==> src/rtl/shared_mem_arbiter.sv <==
// -----------------------------------------------------------------------------
// shared_mem_arbiter
//   Round-robin arbiter in front of the shared 32-word data memory. Four cores
//   compete for the single memory port. Each access takes three cycles:
//   IDLE (arbitrate) -> ACCESS (drive memory) -> DONE (pulse done).
//   All outputs are registered. They come straight from flops that are cleared
//   by the asynchronous reset, so a reset in the middle of an access removes the
//   memory strobes at once.
//
// Ports
//   clk            in   system clock, rising edge
//   reset          in   asynchronous active-high reset
//   core_req       in   per-core request, held until done[i]
//   core_we        in   per-core write enable (1 = write)
//   core_addr      in   per-core 32-bit address, core i in [32i+31:32i]
//   core_wdata     in   per-core 32-bit write data, core i in [32i+31:32i]
//   done           out  one-hot single-cycle completion pulse
//   core_rdata     out  read data, valid while done is high
//   mem_read       out  memory read strobe (ACCESS cycle only)
//   mem_write      out  memory write strobe (ACCESS cycle only)
//   mem_address    out  memory address
//   mem_data_in    out  memory write data
//   mem_data_out   in   memory combinational read data
//   shared_access  out  memory access enable (ACCESS cycle only)
//   busy           out  high whenever the FSM is not in IDLE
//   access_count   out  count of completed accesses, wraps
// -----------------------------------------------------------------------------
module shared_mem_arbiter #(
  parameter int NUM_CORES = 4,
  parameter int CNT_W     = 16
) (
  input  logic                    clk,
  input  logic                    reset,
  input  logic [NUM_CORES-1:0]    core_req,
  input  logic [NUM_CORES-1:0]    core_we,
  input  logic [32*NUM_CORES-1:0] core_addr,
  input  logic [32*NUM_CORES-1:0] core_wdata,
  output logic [NUM_CORES-1:0]    done,
  output logic [31:0]             core_rdata,
  output logic                    mem_read,
  output logic                    mem_write,
  output logic [31:0]             mem_address,
  output logic [31:0]             mem_data_in,
  input  logic [31:0]             mem_data_out,
  output logic                    shared_access,
  output logic                    busy,
  output logic [CNT_W-1:0]        access_count
);

  typedef enum logic [1:0] {
    ST_IDLE   = 2'd0,
    ST_ACCESS = 2'd1,
    ST_DONE   = 2'd2
  } state_t;

  state_t                 state_q;
  logic [1:0]             ptr_q;
  logic [1:0]             win_q;
  logic                   we_q;
  logic [NUM_CORES-1:0]   done_q;
  logic [31:0]            rdata_q;
  logic                   rd_q;
  logic                   wr_q;
  logic [31:0]            addr_q;
  logic [31:0]            wdata_q;
  logic                   acc_q;
  logic                   busy_q;
  logic [CNT_W-1:0]       cnt_q;

  logic [1:0]             win_s;
  logic                   found_s;
  logic [1:0]             idx_s;

  // Round-robin search: the first requester at or after ptr_q (mod 4) wins.
  always_comb begin
    win_s   = 2'd0;
    found_s = 1'b0;
    idx_s   = 2'd0;
    for (int k = 0; k < 4; k++) begin
      idx_s = ptr_q + 2'(k);
      if (!found_s && core_req[idx_s]) begin
        win_s   = idx_s;
        found_s = 1'b1;
      end else begin
        found_s = found_s;
      end
    end
  end

  // Service FSM, which also holds every registered output.
  always_ff @(posedge clk or posedge reset) begin
    if (reset) begin
      state_q <= ST_IDLE;
      ptr_q   <= 2'd0;
      win_q   <= 2'd0;
      we_q    <= 1'b0;
      done_q  <= '0;
      rdata_q <= 32'd0;
      rd_q    <= 1'b0;
      wr_q    <= 1'b0;
      addr_q  <= 32'd0;
      wdata_q <= 32'd0;
      acc_q   <= 1'b0;
      busy_q  <= 1'b0;
      cnt_q   <= '0;
    end else begin
      case (state_q)
        ST_IDLE: begin
          done_q <= '0;
          if (found_s) begin
            // Latch the winner's request so that later input changes cannot
            // disturb the access in flight.
            win_q   <= win_s;
            we_q    <= core_we[win_s];
            addr_q  <= core_addr[32*win_s +: 32];
            wdata_q <= core_wdata[32*win_s +: 32];
            rd_q    <= ~core_we[win_s];
            wr_q    <= core_we[win_s];
            acc_q   <= 1'b1;
            busy_q  <= 1'b1;
            state_q <= ST_ACCESS;
          end else begin
            state_q <= ST_IDLE;
          end
        end
        ST_ACCESS: begin
          rd_q   <= 1'b0;
          wr_q   <= 1'b0;
          acc_q  <= 1'b0;
          if (!we_q) begin
            rdata_q <= mem_data_out;
          end else begin
            rdata_q <= rdata_q;
          end
          ptr_q   <= win_q + 2'd1;
          cnt_q   <= cnt_q + {{(CNT_W-1){1'b0}}, 1'b1};
          done_q  <= {{(NUM_CORES-1){1'b0}}, 1'b1} << win_q;
          state_q <= ST_DONE;
        end
        ST_DONE: begin
          // Requests still high here are ignored; arbitration is only in IDLE.
          done_q  <= '0;
          busy_q  <= 1'b0;
          state_q <= ST_IDLE;
        end
        default: begin
          done_q  <= '0;
          rd_q    <= 1'b0;
          wr_q    <= 1'b0;
          acc_q   <= 1'b0;
          busy_q  <= 1'b0;
          state_q <= ST_IDLE;
        end
      endcase
    end
  end

  assign done          = done_q;
  assign core_rdata    = rdata_q;
  assign mem_read      = rd_q;
  assign mem_write     = wr_q;
  assign mem_address   = addr_q;
  assign mem_data_in   = wdata_q;
  assign shared_access = acc_q;
  assign busy          = busy_q;
  assign access_count  = cnt_q;

endmodule

==> config.mk <==
export PLATFORM = sky130hd
export DESIGN_NAME = shared_mem_arbiter
export DESIGN_NICKNAME = d
export VERILOG_FILES = /design/src/rtl/shared_mem_arbiter.sv
export SDC_FILE = /design/constraint.sdc
export NUM_CORES = 1
export LEC_CHECK = 0
export CAP_MARGIN = 20
export CORE_AREA = 5 5 161 163
export DETAILED_ROUTE_END_ITERATION = 10
export DIE_AREA = 0 0 166 168
export HOLD_SLACK_MARGIN = 0.06
export PLACE_DENSITY = 0.73
export SYNTH_ARGS = -nofsm -noshare
export SYNTH_HDL_FRONTEND = slang
export SYNTH_SLANG_ARGS = --single-unit
==> constraint.sdc <==
create_clock -name clk -period 5.1 [get_ports clk]
set_clock_uncertainty 0.05 [all_clocks]
set_input_delay 1.53 -clock clk [delete_from_list [all_inputs] [get_ports clk]]
set_output_delay 1.53 -clock clk [all_outputs]
set_load 0.1 [all_outputs]
-- Yosys cells after proc, flatten, opt, wreduce, memory -nomap -nowiden
Index checks and enable logic that the tools add are counted.
- bits in registers: 127
- input bits: 298
- output and inout bits: 120
- logic and storage cells: 72
- add/sub/neg operators: 5
- magnitude comparators: 5
- equality and inequality tests: 3
- shifts and indexed selects: 3
- multiplexer cells: 28
- bitwise gates (word level): 4
- reduce and logical (&&, ||, !) cells: 11
- operator list (operator ; number):
    indexed part select 128 x 8 -> 32 bit ; 2
    adder 16 x 1 -> 16 bit (second input constant) ; 1
    less-than comparator 2 x 3 -> 1 bit (second input constant) ; 5
    2-to-1 mux 1 bit ; 13
    binary-select mux 1 bit (select 2 bit) ; 5
    2-to-1 mux 2 bit ; 4
    case mux 1 bit (2 select lines) ; 4
    AND reduction 2 bit ; 4
    adder 2 x 1 -> 2 bit (second input constant) ; 2
    adder 2 bit (second input constant) ; 2
    2-to-1 mux 4 bit ; 1
    NOT 1 bit ; 4
    case mux 2 bit (2 select lines) ; 1
    << shifter 1 x 2 -> 4 bit (first input constant) ; 1
    logical AND 1 bit ; 3
    zero test 1 bit ; 3
    == test 2 x 1 -> 1 bit (second input constant) ; 1
    == test 2 bit (second input constant) ; 1
    zero test 2 bit ; 1
    != test 2 bit (second input constant) ; 1

-- Logic depth before layout (Yosys ltp)
Gate-level depths: netlist of the first run.
- depth in word-level cells: 17
- depth in mapped cells: 8

-- Worst setup path before layout of the first run
OpenSTA, ideal clock, no wires.
- path kind: in2reg
- from: input port core_req[2]
- to: register addr_q[0], in the netlist mem_address[0]
- setup time: 126 ps
- arrival time: 2814 ps
- required time: 4924 ps
- setup slack: 2110 ps
- cell stages on the path: 7
- path through: mux2i_1 -> o22a_2 -> nand2_1 -> buf_6 -> buf_6 -> mux2_1 -> a221o_1
- cells in the longest elaborated chain, start to end: 13
- RTL lines (element ; RTL line ; source):
    start: declaration ; 34 ; input logic [NUM_CORES-1:0] core_req,
    binary-select mux 1 bit (select 2 bit) ; 81 ; if (!found_s && core_req[idx_s]) begin
    2-to-1 mux 1 bit (implied by the code) ; 81 ;
    2-to-1 mux 1 bit ; 81 ;
    zero test 1 bit ; 81 ;
    logical AND 1 bit ; 81 ;
    2-to-1 mux 1 bit ; 81 ;
    zero test 1 bit ; 81 ;
    logical AND 1 bit ; 81 ;
    2-to-1 mux 1 bit ; 81 ;
    zero test 1 bit ; 81 ;
    logical AND 1 bit ; 81 ;
    2-to-1 mux 2 bit / 2-to-1 mux 1 bit (equally long branches) ; 81 ;
    indexed part select 128 x 8 -> 32 bit / AND reduction 2 bit (equally long branches) ; n/a ;
    end signal: assignment ; 115 ; addr_q <= core_addr[32*win_s +: 32];
    end: declaration ; 64 ; logic [31:0] addr_q;
Parallel ways exist; a longest one is shown, timed or not. The select of a mux whose other input is x is not followed.
A chain may end at the register's enable or synchronous reset.

-- Worst setup path in the final report of the first run
- from: input port core_req[2]
- to: register rd_q, in the netlist mem_read
- cells in the longest elaborated chain, start to end: 17
- RTL lines (element ; RTL line ; source):
    binary-select mux 1 bit (select 2 bit) ; 81 ;
    2-to-1 mux 1 bit (implied by the code) ; 81 ;
    2-to-1 mux 1 bit ; 81 ;
    zero test 1 bit ; 81 ;
    logical AND 1 bit ; 81 ;
    2-to-1 mux 1 bit ; 81 ;
    zero test 1 bit ; 81 ;
    logical AND 1 bit ; 81 ;
    2-to-1 mux 1 bit ; 81 ;
    zero test 1 bit ; 81 ;
    logical AND 1 bit ; 81 ;
    2-to-1 mux 2 bit ; 81 ;
    binary-select mux 1 bit (select 2 bit) ; 117 ; rd_q <= ~core_we[win_s];
    2-to-1 mux 1 bit (implied by the code) ; 117 ;
    NOT 1 bit ; 117 ;
    2-to-1 mux 1 bit ; 110 ; if (found_s) begin
    case mux 1 bit (2 select lines) ; 107 ; case (state_q)
    end signal: assignment ; 117 ;
    end: declaration ; 62 ; logic rd_q;
Parallel ways exist; a longest one is shown, timed or not. The select of a mux whose other input is x is not followed.

==> results of run 1 <==
[power by group through the flow]
stage	sequential (uW)	clock, uW	combinational (uW)
after floorplan	4760	0	1630
after global placement	1760	0	6250
after detailed placement	1780	0	6310
after CTS	1770	1290	6310
after global routing	1830	1350	6500
final	1770	1260	6270
[metal layers]
layer / vias to the layer above / part of all wire [%] / global-route usage (%)
met5: - / 0.095 / 0
met4: 4 / 1.6 / 5.99
met3: 29 / 7.3 / 5.51
met2: 350 / 50 / 34.1
met1: 3431 / 41 / 23.9
li1: 3278 / - / -
[sequential cells by signal (all words and copies together), names as in the netlist]
name and flops:
access_count 16, busy 1, core_rdata 32, done 4
mem_address 32, mem_data_in 32, mem_read 1, mem_write 1
ptr_q 2, shared_access 1, state_q 2, we_q 1
win_q 2
[through the flow]
| step | hold WS (ps) | area, um2 | instances |
|---|---|---|---|
| floorplan | 405 | 6990 | 651 |
| global placement | 407 | 11500 | 1338 |
| detailed placement | 427 | 11500 | 1338 |
| CTS | 436 | 12100 | 1370 |
| global route | 445 | 12100 | 1370 |
| finish | 431 | 12100 | 1370 |
[layout make-up]
cell class / count / area (um2)
repair buffers: 431 / 4330
fillers: 2164 / 12100
clock buffers: 17 / 425
well taps: 324 / 405
multi-input cells: 447 / 3500
inverters: 9 / 36.3
clock inverters: 15 / 198
flip-flops and latches: 127 / 3180
[cells in the final DEF, fill, tap and decap left out, drive strengths merged, types with 5 or more instances in the layout]
cell,count
xnor2,11
mux2,97
inv,15
clkbuf,17
o21ai,68
nand4,5
a211oi,65
a221o,66
ha,5
clkinv,8
nand3,66
nand2,22
buf,14
dfrtp,127
clkdlybuf4s50,417
nor2,10
[path summary, 6_finish.rpt]
path | endpoint | slack, ps | start | cells past startpoint
setup / recovery | mem_read$_DFFE_PP0P_ | 1260 | core_req[2] | 7
hold / removal | access_count[15]$_DFFE_PP0P_ | 430 | access_count[15]$_DFFE_PP0P_ | 1
setup reg to reg | mem_read$_DFFE_PP0P_ | 2410 | ptr_q[1]$_DFFE_PP0P_ | 6
hold reg to reg | access_count[15]$_DFFE_PP0P_ | 430 | access_count[15]$_DFFE_PP0P_ | 1
max in group asynchronous | core_rdata[18]$_DFFE_PP0P_ | 2540 | reset | 3
min in group asynchronous | mem_address[19]$_DFFE_PP0P_ | 1610 | reset | 2
[kinds of logic after synthesis]
logic type / count (synthesis) / share of synthesized area, %
flip-flops: 127 / 45.5
AO/OA/AOI/OAI: 211 / 22.5
AND/OR/NAND/NOR: 118 / 8.25
XOR/XNOR: 15 / 1.88
buffers and inverters: 77 / 5.17
adder cells (fa/ha/maj): 5 / 0.895
multiplexers: 98 / 15.8
==> run metrics, run 1 <==
run status complete, no violations; Power Density 770 nW/um2; ANT cells 0; Pwr Total 9300 uW; CTS resizes 0; TritonCTS Buffers 17; hold crit path type reg -> reg; first-pass GRT wire length 43.2 mm; CP Class in -> reg; largest net degree at the start of global routing 82; flop and latch count out of synthesis 127; latest clock arrival within the worst-skew pair 410 ps; area delta synth->final 72.8%; Setup-failing EPs final 0; Ports 418; hold_buf cts 0; DIE WIDTH 166 um; CP Launch Type input pin; sequential power share 19.1%; cell area after synthesis 6990 um2; fin worst setup slack 1260 ps; Buf/Inv on CP 2; DR iter-0 viols 403; Net Sw Power 5370 uW; Routed WL 28.4 mm; Overflow after GRT 0; switching share of total power 57.7%; die height 168 um; number of enable flip-flop cells after synthesis 0; routed vias 7092; Synth Area per Inst 10.7 um2; final period demand of the worst path 3840 ps; Tcrit/Tclk final 75.4%; Fmax achieved 260 MHz; YS warnings 0; Seq/Total Area, Yosys 45.5%; internal power 3930 uW; Max clock buf depth 2; most instantiated cells after synthesis dfrtp_1 (127), o21ai_0 (68), a221o_1 (66), nand3_1 (66), a211oi_1 (65); CTS tree done; CP required 5320 ps; combinational fraction of design power 67.4%; initial antenna violation count 2; all-layer global routing usage 19.7%; RSZ-0062 raised after global routing false; CTS Sinks 127; worst path cell trace clkdlybuf4s50_1 > mux2i_1 > o22a_2 > buf_4 > nand3_1 > a2111oi_0 > a311oi_1; Async SR Flop Fraction 100%; top post-synthesis cells by area dfrtp_1 (45%), a221o_1 (9.5%), mux2_1 (8.1%); Rows 57; Worst Tran Pin Value 1160 ps; # H-tree levels 4; Max Cap Viol 0; effective utilization at floorplan 28.9%; Place WS 885 ps; P_leak 0.00465 uW; IO buf count 417; vias in the first global route 7304; Synth top area share 45.5%; CP arrival 4070 ps; Vias per Instance 5.18; Netlist cell types 37; Max Slew Vio Count 0; crit-path max FO 66; Syn Nets 954; Crit. End Element flop; full die area 27900 um2; CTS root buf clkbuf_16; Final Wtd Congestion 0.867; worst vdd ir 0.000511 V; Routed Antenna Nets 0; first-pass detailed-route iteration total 5; critical path's slowest cell buf_4; Fin Setup TNS 0 ps; most common cell in the synthesized netlist dfrtp_1; layout net count 1336; DP HPWL 20.9 mm; Cells after Synth 651; max_slew headroom 22.3%; crit-path max cell delay 650 ps; wire per inst 20.8 um; Clk pwr share 13.5%; Worst-path clk slew 70 ps; Post-route DRC 0; share of cells above drive strength 1 9.85%; top_reg_cell synth dfrtp_1; CP delay by family, top buffers and inverters; area leader, netlist dfrtp_1; fin util 49.9%; Setup Fix Bufs, Post-CTS 0; core area 24200 um2; Final Hold Fails 0
Note: power is estimated with default switching activity, not from simulation.
==> run 2, diff against run 1 <==
CORE_AREA = 5 5 159 161   (was 5 5 161 163)
DIE_AREA = 0 0 164 166   (was 0 0 166 168)
PLACE_DENSITY = 0.72   (was 0.73)
clock period = 3.9 ns   (was 5.1 ns; I/O delays follow)
==> run 2 against run 1 <==
Register-to-register slack worse by 1000 ps; via count hardly changed; combinational power is 28% higher; utilization is 0.32 points lower; design area is 2.1% lower; non-clock buffer count is 5 higher; sequential share of layout area is 0.57 points higher; total power is 28% higher.
==> run metrics, run 2 (synthesis gave the netlist of run 1 again) <==
run status complete, no violations; DP HPWL 21.1 mm (+0.95%); core area 23800 um2 (-1.5%); CTS resizes 0 (unchanged); hold_buf cts 0 (unchanged); DR iter-0 viols 382 (-5.2%); P_leak 0.00481 uW (+3.2%); Ports 418 (unchanged); area delta synth->final 69.2%; CTS tree done; commonest non-fill, non-tap cell in the layout clkdlybuf4s50_1; Max Slew Vio Count 0 (unchanged); Worst Tran Pin Value 1080 ps (-80.0 ps); Routed WL 28.0 mm (-1.6%); Overflow after GRT 0 (unchanged); Final Hold Fails 0 (unchanged); full die area 27200 um2 (-2.4%); Crit. End Element flop; Rows 57 (unchanged); fin worst setup slack 575 ps (-682 ps); layout net count 1341 (+0.37%); initial antenna violation count 0 (-2); Power Density 1010 nW/um2 (+31%); Final Wtd Congestion 0.816 (-5.8%); Tcrit/Tclk final 85.3%; CP required 4190 ps (-1130 ps); Worst-path clk slew 60 ps (about the same); TritonCTS Buffers 17 (unchanged); Max clock buf depth 2 (unchanged); worst vdd ir 0.000699 V (+37%); Pwr Total 11900 uW (+28%); commonest non-fill, non-tap cells in the layout clkdlybuf4s50_1 (299), buf_4 (128), dfrtp_1 (127), o21ai_0 (68); RSZ-0062 raised after global routing false; CP Class in -> reg; vias in the first global route 7194 (-1.5%); CTS root buf clkbuf_16; Setup Fix Bufs, Post-CTS 0 (unchanged); routed vias 7095 (+0.042%); Routed Antenna Nets 0 (unchanged); # H-tree levels 4 (unchanged); CP arrival 3620 ps (-450 ps); IO buf count 417 (unchanged); crit-path max FO 35 (-47%); first-pass GRT wire length 41.8 mm (-3.2%); largest net degree at the start of global routing 135 (+65%); max_slew headroom 27.8% (+5.4 points); Filler cells 2229 (+3.0%); ANT cells 0 (unchanged); Place WS 149 ps (-736 ps); CTS Sinks 127 (unchanged); hold crit path type reg -> reg; final period demand of the worst path 3330 ps; DIE WIDTH 164 um (-1.2%); die height 166 um (-1.2%); Fin Setup TNS 0 ps (unchanged); first-pass detailed-route iteration total 4 (-1); latest clock arrival within the worst-skew pair 410 ps (about the same); Max Cap Viol 0 (unchanged); Fmax achieved 301 MHz; Setup-failing EPs final 0 (unchanged); wire per inst 20.4 um (-2.0%); Vias per Instance 5.16 (-0.32%); CP Launch Type input pin; effective utilization at floorplan 29.3% (+0.43 points); share of cells above drive strength 1 21.4% (+12 points); Post-route DRC 0 (unchanged); all-layer global routing usage 19.6% (-0.091 points)
==> run 2: final timing paths <==
| check | from | to | slack, ps | depth (start not counted) |
|---|---|---|---|---|
| worst max register to register | ptr_q[1]$_DFFE_PP0P_ | mem_address[0]$_DFFE_PP0P_ | 1390 | 5 |
| worst max-delay path | core_req[0] | mem_address[0]$_DFFE_PP0P_ | 570 | 6 |
| worst min register to register | access_count[15]$_DFFE_PP0P_ | access_count[15]$_DFFE_PP0P_ | 420 | 1 |
| max in group asynchronous | reset | mem_address[8]$_DFFE_PP0P_ | 2250 | 3 |
| worst min-delay path | access_count[15]$_DFFE_PP0P_ | access_count[15]$_DFFE_PP0P_ | 420 | 1 |
| min in group asynchronous | reset | access_count[11]$_DFFE_PP0P_ | 1160 | 3 |
==> run 2: report_power, final <==
group	switching [uW]	internal, uW	total, uW
combinational	5900	2150	8040
clock	654	889	1540
sequential	412	1930	2340
==> run 2: cell type report <==
type,count,area (um2),share of cell area [%]
timing repair buffer,436,4130,35.0
multi-input combinational,447,3500,29.6
sequential,127,3180,26.9
clock buffer,18,429,3.63
tap,324,405,3.43
clock inverter,14,134,1.13
inverter,9,37.5,0.318
==> run 2: per-layer routing <==
metal / track usage (%) / share of wire, % / up-vias
met2: 34.5 / 50 / 336
met5: 0 / 0 / -
met1: 22.5 / 38 / 3437
li1: - / - / 3292
met4: 5.18 / 1.7 / 0
met3: 6.90 / 10 / 30
==> run 2: per-stage QoR <==
stage	util, %	cells	cell area (um2)	hold slack [ps]
after floorplan	-	651	6990	405
after global placement	47.3	1343	11300	408
after detailed placement	47.3	1343	11300	417
after CTS	49.6	1375	11800	428
after global routing	49.6	1375	11800	454
final	49.6	1375	11800	422
==> run 2: critical path, cell delays in order <==
cell	delay, ps
clkdlybuf4s50_1	520
nand2_1	140
a221o_1	380
a21oi_4	840
buf_12	300
a221o_1	180
